File: config.mk
export PLATFORM = sky130hd
export DESIGN_NAME = rgb_to_hsl_flat
export DESIGN_NICKNAME = d
export VERILOG_FILES = /design/src/rtl/rgb_to_hsl_if.sv /design/src/rtl/rgb_to_hsl.sv /design/src/flat_wrapper.sv
export SDC_FILE = /design/constraint.sdc
export NUM_CORES = 1
export LEC_CHECK = 0
export BUFFER_PORTS_ARGS = -buffer_cell sky130_fd_sc_hd__buf_4
export CORE_ASPECT_RATIO = 1.2
export CORE_MARGIN = 10
export CORE_UTILIZATION = 50
export DETAILED_ROUTE_END_ITERATION = 8
export GPL_TIMING_DRIVEN = 0
export HOLD_SLACK_MARGIN = 0.15
export PLACE_DENSITY = 0.77
export SYNTH_ARGS = -nofsm -noshare
export SYNTH_HDL_FRONTEND = slang
export SYNTH_SLANG_ARGS = --single-unit
File: constraint.sdc
create_clock -name clk -period 4.8 [get_ports clk]
set_input_delay 0.96 -clock clk [delete_from_list [all_inputs] [get_ports clk]]
set_output_delay 0.96 -clock clk [all_outputs]
set_load 0.05 [all_outputs]
File: src/rtl/rgb_to_hsl_if.sv
`default_nettype none
// +----------------------------------------------------------------------------+
// | rgb_to_hsl_if : valid/ready colour-in / colour-out bundle for rgb_to_hsl   |
// | Revision: 1.0 - initial release                                            |
// +----------------------------------------------------------------------------+
interface rgb_to_hsl_if;
  logic       in_valid;
  logic       in_ready;
  logic [7:0] R;
  logic [7:0] G;
  logic [7:0] B;
  logic       out_valid;
  logic       out_ready;
  logic [7:0] H;
  logic [7:0] S;
  logic [7:0] L;

  modport master (
    output in_valid, R, G, B, out_ready,
    input  in_ready, out_valid, H, S, L
  );

  modport slave (
    input  in_valid, R, G, B, out_ready,
    output in_ready, out_valid, H, S, L
  );
endinterface
`default_nettype wire

File: src/rtl/rgb_to_hsl.sv
`default_nettype none
// +----------------------------------------------------------------------------+
// | rgb_to_hsl : sequential RGB->HSL converter, one shared restoring divider.  |
// | Optional: RGB_TO_HSL_FAST_GREY_EN skips the divide phases for grey input.  |
// | Revision: 1.0 - initial release                                            |
// +----------------------------------------------------------------------------+
module rgb_to_hsl (
  input logic         clk,
  input logic         rst_n,
  rgb_to_hsl_if.slave bus
);

  typedef enum logic [2:0] {
    ST_IDLE  = 3'd0,
    ST_PREP  = 3'd1,
    ST_DIV_S = 3'd2,
    ST_DIV_H = 3'd3,
    ST_FINAL = 3'd4,
    ST_DONE  = 3'd5
  } state_t;

  localparam logic [3:0] c_LAST_ITER = 4'd15;
  localparam logic [1:0] c_SEL_R     = 2'd0;
  localparam logic [1:0] c_SEL_G     = 2'd1;
  localparam logic [1:0] c_SEL_B     = 2'd2;

  state_t      r_state;
  state_t      w_state_nx;

  logic [7:0]  r_r;
  logic [7:0]  r_g;
  logic [7:0]  r_b;

  logic [1:0]  r_sel;
  logic        r_h_neg;
  logic [7:0]  r_num_abs;
  logic [7:0]  r_delta;
  logic [7:0]  r_l;
  logic        r_grey;

  logic [15:0] r_dvd;
  logic [7:0]  r_rem;
  logic [7:0]  r_dvs;
  logic [3:0]  r_cnt;

  logic [7:0]  r_s_q;
  logic [10:0] r_h6;

  logic [7:0]  r_h;
  logic [7:0]  r_s;
  logic [7:0]  r_lo;
  logic        r_out_valid;

  logic [1:0]  w_sel;
  logic [7:0]  w_max;
  logic [7:0]  w_min;
  logic [7:0]  w_delta;
  logic [8:0]  w_sum;
  logic        w_grey;
  logic [7:0]  w_num_a;
  logic [7:0]  w_num_b;
  logic        w_h_neg;
  logic [7:0]  w_num_abs;
  logic [7:0]  w_s_dvs;
  logic [15:0] w_s_dvd;

  logic [8:0]  w_rem_sh;
  logic        w_ge;
  logic [7:0]  w_rem_nx;
  logic [15:0] w_dvd_nx;
  logic [8:0]  w_q;
  logic [10:0] w_h6;
  logic [7:0]  w_hue;
  logic        w_last;

  // Channel analysis on the latched colour; only consumed while in PREP.
  always_comb begin
    w_sel = c_SEL_B;
    w_max = r_b;
    if (r_r >= r_g && r_r >= r_b) begin
      w_sel = c_SEL_R;
      w_max = r_r;
    end else if (r_g >= r_b) begin
      w_sel = c_SEL_G;
      w_max = r_g;
    end

    w_min = r_r;
    if (r_g < w_min) w_min = r_g;
    if (r_b < w_min) w_min = r_b;

    w_num_a = r_r;
    w_num_b = r_g;
    case (w_sel)
      c_SEL_R: begin
        w_num_a = r_g;
        w_num_b = r_b;
      end
      c_SEL_G: begin
        w_num_a = r_b;
        w_num_b = r_r;
      end
      default: begin
        w_num_a = r_r;
        w_num_b = r_g;
      end
    endcase
  end

  assign w_delta   = w_max - w_min;
  assign w_sum     = {1'b0, w_max} + {1'b0, w_min};
  assign w_grey    = (w_delta == 8'd0);
  assign w_h_neg   = (w_num_a < w_num_b);
  assign w_num_abs = w_h_neg ? (w_num_b - w_num_a) : (w_num_a - w_num_b);

  // Lightness above mid-scale divides by the distance from full white instead.
  assign w_s_dvs = w_sum[8] ? 8'(9'd510 - w_sum) : w_sum[7:0];
  assign w_s_dvd = {w_delta, 8'h00} - {8'h00, w_delta};

  // One restoring-division step; the quotient shifts in behind the dividend.
  assign w_rem_sh = {r_rem, r_dvd[15]};
  assign w_ge     = (w_rem_sh >= {1'b0, r_dvs});
  assign w_rem_nx = w_ge ? 8'(w_rem_sh - {1'b0, r_dvs}) : w_rem_sh[7:0];
  assign w_dvd_nx = {r_dvd[14:0], w_ge};
  assign w_last   = (r_cnt == c_LAST_ITER);

  assign w_q = w_dvd_nx[8:0];

  // Hue in sixths of a circle, 256 per sector, 1536 per turn.
  always_comb begin
    w_h6 = {2'b00, w_q};
    case (r_sel)
      c_SEL_R: w_h6 = r_h_neg ? (11'd1536 - {2'b00, w_q}) : {2'b00, w_q};
      c_SEL_G: w_h6 = r_h_neg ? (11'd512 - {2'b00, w_q}) : (11'd512 + {2'b00, w_q});
      default: w_h6 = r_h_neg ? (11'd1024 - {2'b00, w_q}) : (11'd1024 + {2'b00, w_q});
    endcase
  end

  // 171/1024 approximates 256/1536 to rescale sixths to a byte-wide circle.
  assign w_hue = 8'((r_h6 * 19'd171) >> 10);

  always_ff @(posedge clk or negedge rst_n) begin
    if (!rst_n) r_state <= ST_IDLE;
    else        r_state <= w_state_nx;
  end

  always_comb begin
    w_state_nx = r_state;
    case (r_state)
      ST_IDLE:  if (bus.in_valid) w_state_nx = ST_PREP;
      ST_PREP: begin
`ifdef RGB_TO_HSL_FAST_GREY_EN
        w_state_nx = w_grey ? ST_FINAL : ST_DIV_S;
`else
        w_state_nx = ST_DIV_S;
`endif
      end
      ST_DIV_S: if (w_last) w_state_nx = ST_DIV_H;
      ST_DIV_H: if (w_last) w_state_nx = ST_FINAL;
      ST_FINAL: w_state_nx = ST_DONE;
      ST_DONE:  if (bus.out_ready) w_state_nx = ST_IDLE;
      default:  w_state_nx = ST_IDLE;
    endcase
  end

  always_ff @(posedge clk or negedge rst_n) begin
    if (!rst_n) begin
      r_r         <= 8'd0;
      r_g         <= 8'd0;
      r_b         <= 8'd0;
      r_sel       <= c_SEL_R;
      r_h_neg     <= 1'b0;
      r_num_abs   <= 8'd0;
      r_delta     <= 8'd0;
      r_l         <= 8'd0;
      r_grey      <= 1'b0;
      r_dvd       <= 16'd0;
      r_rem       <= 8'd0;
      r_dvs       <= 8'd0;
      r_cnt       <= 4'd0;
      r_s_q       <= 8'd0;
      r_h6        <= 11'd0;
      r_h         <= 8'd0;
      r_s         <= 8'd0;
      r_lo        <= 8'd0;
      r_out_valid <= 1'b0;
    end else begin
      case (r_state)
        ST_IDLE: begin
          if (bus.in_valid) begin
            r_r <= bus.R;
            r_g <= bus.G;
            r_b <= bus.B;
          end
        end
        ST_PREP: begin
          r_sel     <= w_sel;
          r_h_neg   <= w_h_neg;
          r_num_abs <= w_num_abs;
          r_delta   <= w_delta;
          r_l       <= w_sum[8:1];
          r_grey    <= w_grey;
          r_dvd     <= w_s_dvd;
          r_dvs     <= w_s_dvs;
          r_rem     <= 8'd0;
          r_cnt     <= 4'd0;
          r_s_q     <= 8'd0;
          r_h6      <= 11'd0;
        end
        ST_DIV_S: begin
          r_cnt <= r_cnt + 4'd1;
          // Grey inputs keep the divider frozen and the zeroed results.
          if (!r_grey) begin
            if (w_last) begin
              r_s_q <= w_dvd_nx[7:0];
              r_dvd <= {r_num_abs, 8'h00};
              r_dvs <= r_delta;
              r_rem <= 8'd0;
            end else begin
              r_dvd <= w_dvd_nx;
              r_rem <= w_rem_nx;
            end
          end
        end
        ST_DIV_H: begin
          r_cnt <= r_cnt + 4'd1;
          if (!r_grey) begin
            if (w_last) begin
              r_h6 <= w_h6;
            end else begin
              r_dvd <= w_dvd_nx;
              r_rem <= w_rem_nx;
            end
          end
        end
        ST_FINAL: begin
          r_h         <= w_hue;
          r_s         <= r_s_q;
          r_lo        <= r_l;
          r_out_valid <= 1'b1;
        end
        ST_DONE: begin
          if (bus.out_ready) r_out_valid <= 1'b0;
        end
        default: begin
          r_out_valid <= 1'b0;
        end
      endcase
    end
  end

  assign bus.in_ready  = (r_state == ST_IDLE);
  assign bus.out_valid = r_out_valid;
  assign bus.H         = r_h;
  assign bus.S         = r_s;
  assign bus.L         = r_lo;

endmodule
`default_nettype wire
File: src/flat_wrapper.sv
// flat-port wrapper written by rule: the top's interface ports become plain ports
module rgb_to_hsl_flat 
  (clk, rst_n, bus_in_valid, bus_R, bus_G, bus_B, bus_out_ready, bus_in_ready, bus_out_valid, bus_H, bus_S, bus_L);
  rgb_to_hsl_if bus_i ();
  input logic clk;
  input logic rst_n;
  input wire logic [$bits(bus_i.in_valid)-1:0] bus_in_valid;
  input wire logic [$bits(bus_i.R)-1:0] bus_R;
  input wire logic [$bits(bus_i.G)-1:0] bus_G;
  input wire logic [$bits(bus_i.B)-1:0] bus_B;
  input wire logic [$bits(bus_i.out_ready)-1:0] bus_out_ready;
  output wire logic [$bits(bus_i.in_ready)-1:0] bus_in_ready;
  output wire logic [$bits(bus_i.out_valid)-1:0] bus_out_valid;
  output wire logic [$bits(bus_i.H)-1:0] bus_H;
  output wire logic [$bits(bus_i.S)-1:0] bus_S;
  output wire logic [$bits(bus_i.L)-1:0] bus_L;
  assign bus_i.in_valid = bus_in_valid;
  assign bus_i.R = bus_R;
  assign bus_i.G = bus_G;
  assign bus_i.B = bus_B;
  assign bus_i.out_ready = bus_out_ready;
  assign bus_in_ready = bus_i.in_ready;
  assign bus_out_valid = bus_i.out_valid;
  assign bus_H = bus_i.H;
  assign bus_S = bus_i.S;
  assign bus_L = bus_i.L;
  rgb_to_hsl u_core (.clk(clk), .rst_n(rst_n), .bus(bus_i));
endmodule
# Word-level counts from Yosys, hierarchy flattened
# Cells that the tools add are included.
# totals
input_bits	28
ff_bits	135
output_inout_bits	26
word_cells	116
# op_classes
n_mul	1
n_mux	42
eq_ne	15
reduce_logical	17
n_lt_le_gt_ge	7
addsub	13
bitwise_logic	1
# op_table
cell	n
8-bit two-way mux	15
16-bit two-way mux	4
8-bit one-hot mux with 2 select lines	4
11-bit two-way mux	5
16-bit one-hot mux with 3 select lines	1
11-bit one-hot mux with 2 select lines	2
8-bit subtractor	4
8-bit greater-or-equal comparator	3
8-bit less-than comparator	3
8-bit one-hot mux with 3 select lines	1
11-bit by 8-bit multiplier with 18-bit output, second input constant	1
3-bit one-hot mux with 6 select lines	1
16-bit by 8-bit subtractor with 16-bit output	1
3-bit two-way mux	4
10-bit by 9-bit adder with 11-bit output, first input constant	1
11-bit by 9-bit adder with 11-bit output, first input constant	1
10-bit by 10-bit subtractor with 11-bit output, first input constant	1
10-bit by 9-bit subtractor with 11-bit output, first input constant	1
11-bit by 9-bit subtractor with 11-bit output, first input constant	1
2-bit inequality test, second input constant	5
8-bit by 8-bit adder with 9-bit output	1
9-bit by 8-bit greater-or-equal comparator with 1-bit output	1
8-bit zero test	1
4-bit one-hot mux with 2 select lines	1
other kinds (22)	33

# Depth between registers and ports, before layout
# depth
word_depth	8
depth_mapped	29
mapped_depth_nobuf	26

# Least setup slack after synthesis
# No wires, ideal clock.
# synth_timing
path_kind	reg-to-reg
startpoint	register u_core.r_g[2]
endpoint	register u_core.r_dvd[8]
slack_ns	-0.277
arrival_ns	4.941
synth_period_minus_slack_ns	5.077
path_buffers	3
stages_incl_launch_ff	27
setup_time_ns	0.136
required_ns	4.664
path_cell_list	dfrtp_1 ha_1 nand3_1 o22ai_1 nor2_1 o21ai_1 buf_2 mux2i_1 ha_1 and4_1 a21oi_1 o211a_1 buf_2 buf_2 a21oi_1 ha_1 inv_1 ha_1 o21bai_1 a21oi_1 nor2_1 xnor2_1 and4_1 nand3_1 xnor2_1 a222oi_1 o21ai_0
# synth_via
elab_chain_cells	7
elab_cells_between_ends	12
cone_classes	2 x add/sub; 4 x order compare; 5 x mux; 1 x reduce/logical
# synth_lines
element	line_no	rtl
start, declared	rgb_to_hsl.sv:31	logic [7:0] r_g;
start signal, assigned	rgb_to_hsl.sv:192	r_g <= bus.G;
8-bit less-than comparator	rgb_to_hsl.sv:89	if (r_g < w_min) w_min = r_g;
8-bit two-way mux	rgb_to_hsl.sv:89	
8-bit less-than comparator	rgb_to_hsl.sv:90	if (r_b < w_min) w_min = r_b;
8-bit two-way mux	rgb_to_hsl.sv:90	
8-bit subtractor (*)	rgb_to_hsl.sv:110	assign w_delta = w_max - w_min;
16-bit by 8-bit subtractor with 16-bit output (*)	rgb_to_hsl.sv:118	assign w_s_dvd = {w_delta, 8'h00} - {8'h00, w_delta};
16-bit one-hot mux with 3 select lines (*)	rgb_to_hsl.sv:188	case (r_state)
end signal, assigned	rgb_to_hsl.sv:203	r_dvd <= w_s_dvd;
end signal, assigned	rgb_to_hsl.sv:216	r_dvd <= {r_num_abs, 8'h00};
end signal, assigned	rgb_to_hsl.sv:220	r_dvd <= w_dvd_nx;
end, declared	rgb_to_hsl.sv:41	logic [15:0] r_dvd;
# Every way passes the cells marked *; elsewhere a longest branch is shown, timed or not.
# A chain may end at the register's enable or synchronous reset.

# Final worst setup path
# layout_timing
startpoint	register u_core.r_r[5]
endpoint	register u_core.r_dvs[7]
# layout_via
elab_chain_cells	8
elab_cells_between_ends	12
cone_classes	2 x add/sub; 4 x order compare; 5 x mux; 1 x reduce/logical
# layout_lines
element	line_no	rtl
start, declared	rgb_to_hsl.sv:30	logic [7:0] r_r;
start signal, assigned	rgb_to_hsl.sv:191	r_r <= bus.R;
8-bit less-than comparator	rgb_to_hsl.sv:89	
8-bit two-way mux	rgb_to_hsl.sv:89	
8-bit less-than comparator	rgb_to_hsl.sv:90	
8-bit two-way mux	rgb_to_hsl.sv:90	
8-bit by 8-bit adder with 9-bit output (*)	rgb_to_hsl.sv:111	assign w_sum = {1'b0, w_max} + {1'b0, w_min};
8-bit subtractor	rgb_to_hsl.sv:117	assign w_s_dvs = w_sum[8] ? 8'(9'd510 - w_sum) : w_sum[7:0];
8-bit two-way mux (*)	rgb_to_hsl.sv:117	
8-bit one-hot mux with 2 select lines (*)	rgb_to_hsl.sv:188	
end signal, assigned	rgb_to_hsl.sv:204	r_dvs <= w_s_dvs;
end signal, assigned	rgb_to_hsl.sv:217	r_dvs <= r_delta;
end, declared	rgb_to_hsl.sv:43	logic [7:0] r_dvs;
# Marks and branches as above.

==> results.md <==
* Xor/xnor cell area share of the yosys netlist at 4.040%
* # fillers at between 1.5k and 2k
* Clock sinks at 135
* Failing checks: negative setup slack
* Post-synthesis mux area share at 9.943%
* DP HPWL at just over 20000 um
* Max Slew Vio Count at 0
* Max-cap check violation count at 0
* IO Count at between 50 and 60
* Detailed Routing Iterations Pass 1 at 8
* Die extent in x at between 150 and 200 um
* Post-synthesis sequential area ratio at approximately 32%
* Clock Skews at 0.01100 ns
* Core Footprint at between 20000 and 25000 um2
* H-tree levels at 4
* CTS Hold Buffers Added at 0
* Leading area contributor after synthesis: dfrtp_1
* Worst slew margin at 11.62%
* Highest clock rate at 187.7 MHz
* Grt ovf at 0
* Setup TNS Final at -7.526 ns
* Multi-input gate area at 7119 um2
* Post-Synth Simple-Gate Area at 12.79%
* Synth area leaders: dfrtp_1, ha_1, mux2_2
* DRC viols at 0
* Port bufs at 53
* TritonCTS clock tree: done
* ANT cells at 0
* First-pass GRT wire length at around 48000 um
* Die Ht at 178.0 um
* Post-Syn Instances at 1131
* Final hold vios at 0
* CP startpoint kind: flop
* Depth of the worst register-to-register path at 26
* CTS Buf Count at 17
* Netlist cell types at 64
* RSZ-0062 raised after global routing: true
* Register area at 3391 um2
* Status: complete, but fails checks
* Wire length per cell at 19.87 um
* Total Nets Final at 1453
* Initial Utilization at 51.02%
* Clock Pin Slew Worst Setup and Hold Paths at 0.06 ns
* Final WL at 30930 um
* Synthesized cell area at ~10000 um2
* Starting DRT DRC Count at 706
* Worst hold-check path type: in -> async
* Synthesized area per cell at 9.201 um2
* Antenna violations before repair at 1
* Final min period at 5.329 ns
* Largest family of logic cells by synthesized area: adder cells
* Endpoint type of the worst setup path: flop
* CP max FO at 7
* Yosys warnings at 0
* Compound-gate portion of the synthesized area at 16.15%
* Critical path class: reg -> reg
* Bufs on Longest Clock Path at 2
* Main flop type after synthesis: dfrtp_1
* Die ar. at between 20000 and 30000 um2
* Clk_lat worst skew at 0.44 ns
* Number of flops mapped to enable cells by yosys at 0
* Vias in the first global route at around 9.5k
* Routability cong. at 0.9376
* Worst Max-Slew Pin Slew at 1.314 ns
* Final WS setup at -0.5285 ns
* Global Route Usage Sum at 22.04%
* FP Rows at 57
* Share of cells above drive strength 1 at 26.55%
* Antenna viol nets, final at 0
* Final worst-path cycle share at 111.0%
* Adder-Cell Fraction of Synth Area at 19.21%
* DR vias at 9414
* CP arrival at 5.60 ns
* Synthesized flop and latch total at 135
* Final setup vio count at 25
* Root buffer cell: clkbuf_16
* Post-synthesis net count at 1305
* Layout area overhead at 26.50%
* Via/cell ratio at slightly above 6
* Largest net degree at the start of global routing at 92
* Ys async rst share at 100.0%
* Yosys top cell area share at 32.46%
* CP required at 5.07 ns
==> critical path, stage by stage (launching register included) <==
cell and delay [ns]:
dfrtp_2 0.42, inv_4 0.07, ha_4 0.20, a21o_1 0.15, a21o_1 0.18, a21oi_2 0.21, o21ai_2 0.10, buf_6 0.15
mux2i_2 0.19, ha_1 0.29, a21oi_2 0.16, nor2b_1 0.06, o21ai_1 0.19, o211a_1 0.25, buf_6 0.18, nor2_4 0.06
a21o_1 0.18, ha_4 0.28, inv_4 0.04, a21o_1 0.17, a21o_1 0.22, a311oi_2 0.34, xor2_1 0.39, nor2_1 0.13
a21oi_2 0.18, mux2i_1 0.25, a31oi_1 0.09
==> worst paths after layout <==
path | startpoint | end | slack [ns]
setup / recovery | u_core.r_r[5]$_DFFE_PN0P_ | u_core.r_dvs[7]$_DFFE_PN0P_ | -0.53
hold / removal | rst_n | u_core.r_r[1]$_DFFE_PN0P_ | 0.46
setup reg to reg | u_core.r_r[5]$_DFFE_PN0P_ | u_core.r_dvs[7]$_DFFE_PN0P_ | -0.53
hold reg to reg | u_core.bus.H[6]$_DFFE_PN0P_ | u_core.bus.H[6]$_DFFE_PN0P_ | 0.48
max in group asynchronous | rst_n | u_core.r_h6[3]$_DFFE_PN0P_ | 3.52
min in group clk | u_core.bus.H[6]$_DFFE_PN0P_ | u_core.bus.H[6]$_DFFE_PN0P_ | 0.48
==> final cells by class <==
type | count | share of cell area, %
Inverter | 97 | 2.823
Clock buffer | 19 | 3.289
Multi-Input combinational cell | 851 | 54.08
Timing Repair Buffer | 133 | 8.241
Tap cell | 265 | 2.519
Clock inverter | 13 | 1.492
Buffer | 44 | 1.796
Sequential cell | 135 | 25.76
==> flip-flops by register name, indices dropped and copies added (netlist names) <==
name                  count
u_core.r_dvs              8
u_core.r_rem              8
u_core.r_num_abs          8
u_core.r_l                8
u_core.r_dvd             16
u_core.bus.L              8
u_core.bus.H              8
u_core.r_delta            8
u_core.r_g                8
u_core.r_s_q              8
u_core.r_state            3
u_core.r_h6              11
u_core.bus.S              8
u_core.r_cnt              4
u_core.r_grey             1
u_core.r_sel              2
u_core.r_b                8
u_core.bus.out_valid      1
u_core.r_r                8
u_core.r_h_neg            1
==> layout by cell type (no fill, tap or decap), drive strengths merged, types with 5 or more instances in the layout <==
master	netlist	layout
ha	123	123
buf	11	144
a21o	19	19
fa	23	23
nand2b	12	12
inv	97	100
nand3b	5	5
o21ai	106	106
o31ai	11	11
a21oi	55	55
xnor2	32	32
nor2b	16	16
mux2i	49	49
o41ai	5	5
nor2	61	61
nand3	20	20
a22o	14	14
o211ai	7	7
and3	5	5
nor3	16	16
a31oi	7	7
o22ai	9	9
nand2	129	129
and2	6	6
a221oi	6	6
clkbuf	38	52
mux2	48	48
dfrtp	135	135
o21bai	5	5
xor2	16	16
==> per-stage QoR <==
stage	hold WS [ns]	setup WS [ns]	utilization, %	area [um2]	instances
global placement	0.4528	-0.8635	54.90	11200	1449
CTS	0.4686	-0.2396	62.23	12690	1538
finish	0.4593	-0.5285	64.54	13160	1557
detailed placement	0.4618	-0.9642	55.05	11230	1450
floorplan	0.4348	0.01394	-	10470	1131
global route	0.4803	-0.6621	64.54	13160	1557
==> synthesized netlist by cell type (6+ instances only) <==
cell type and number:
a21o_1 19, a21oi_1 54, a221oi_1 6, a22o_1 14, a31oi_1 7, and2_1 6
buf_2 8, clkbuf_1 38, dfrtp_1 135, fa_1 23, ha_1 123, inv_1 97
mux2_2 47, mux2i_1 49, nand2_1 129, nand2b_1 12, nand3_1 20, nor2_1 61
nor2b_1 16, nor3_1 16, o211ai_1 7, o21ai_0 103, o22ai_1 8, o31ai_1 11
xnor2_1 32, xor2_1 16
==> routing by layer <==
metal | wire (um) | part of all wire (%) | GRT usage (%) | vias up
li1 | - | - | - | 4271
met1 | 11310 | 37 | 23.85 | 4519
met2 | 15790 | 51 | 38.94 | 436
met3 | 1595 | 5.2 | 3.929 | 186
met4 | 2227 | 7.2 | 13.44 | 2
met5 | 7 | 0.023 | 0 | -
==> cells by family after synthesis <==
group                    after synthesis
AND/OR/NAND/NOR                      291
flip-flops                           135
multiplexers                          97
XOR/XNOR                              48
adder cells (fa/ha/maj)              146
AO/OA/AOI/OAI                        268
buffers and inverters                146
==> what timing repair did <==
action                     in CTS  in global routing
pin swaps                      46                 58
setup endpoints to repair      41                 34
gates cloned                    2                  0
buffers inserted               58                 20
gates resized for setup       100                 74
Power is left out: the tool's default activity adds up to more than one toggle a clock period on the data nets, which glitch-free logic cannot reach.
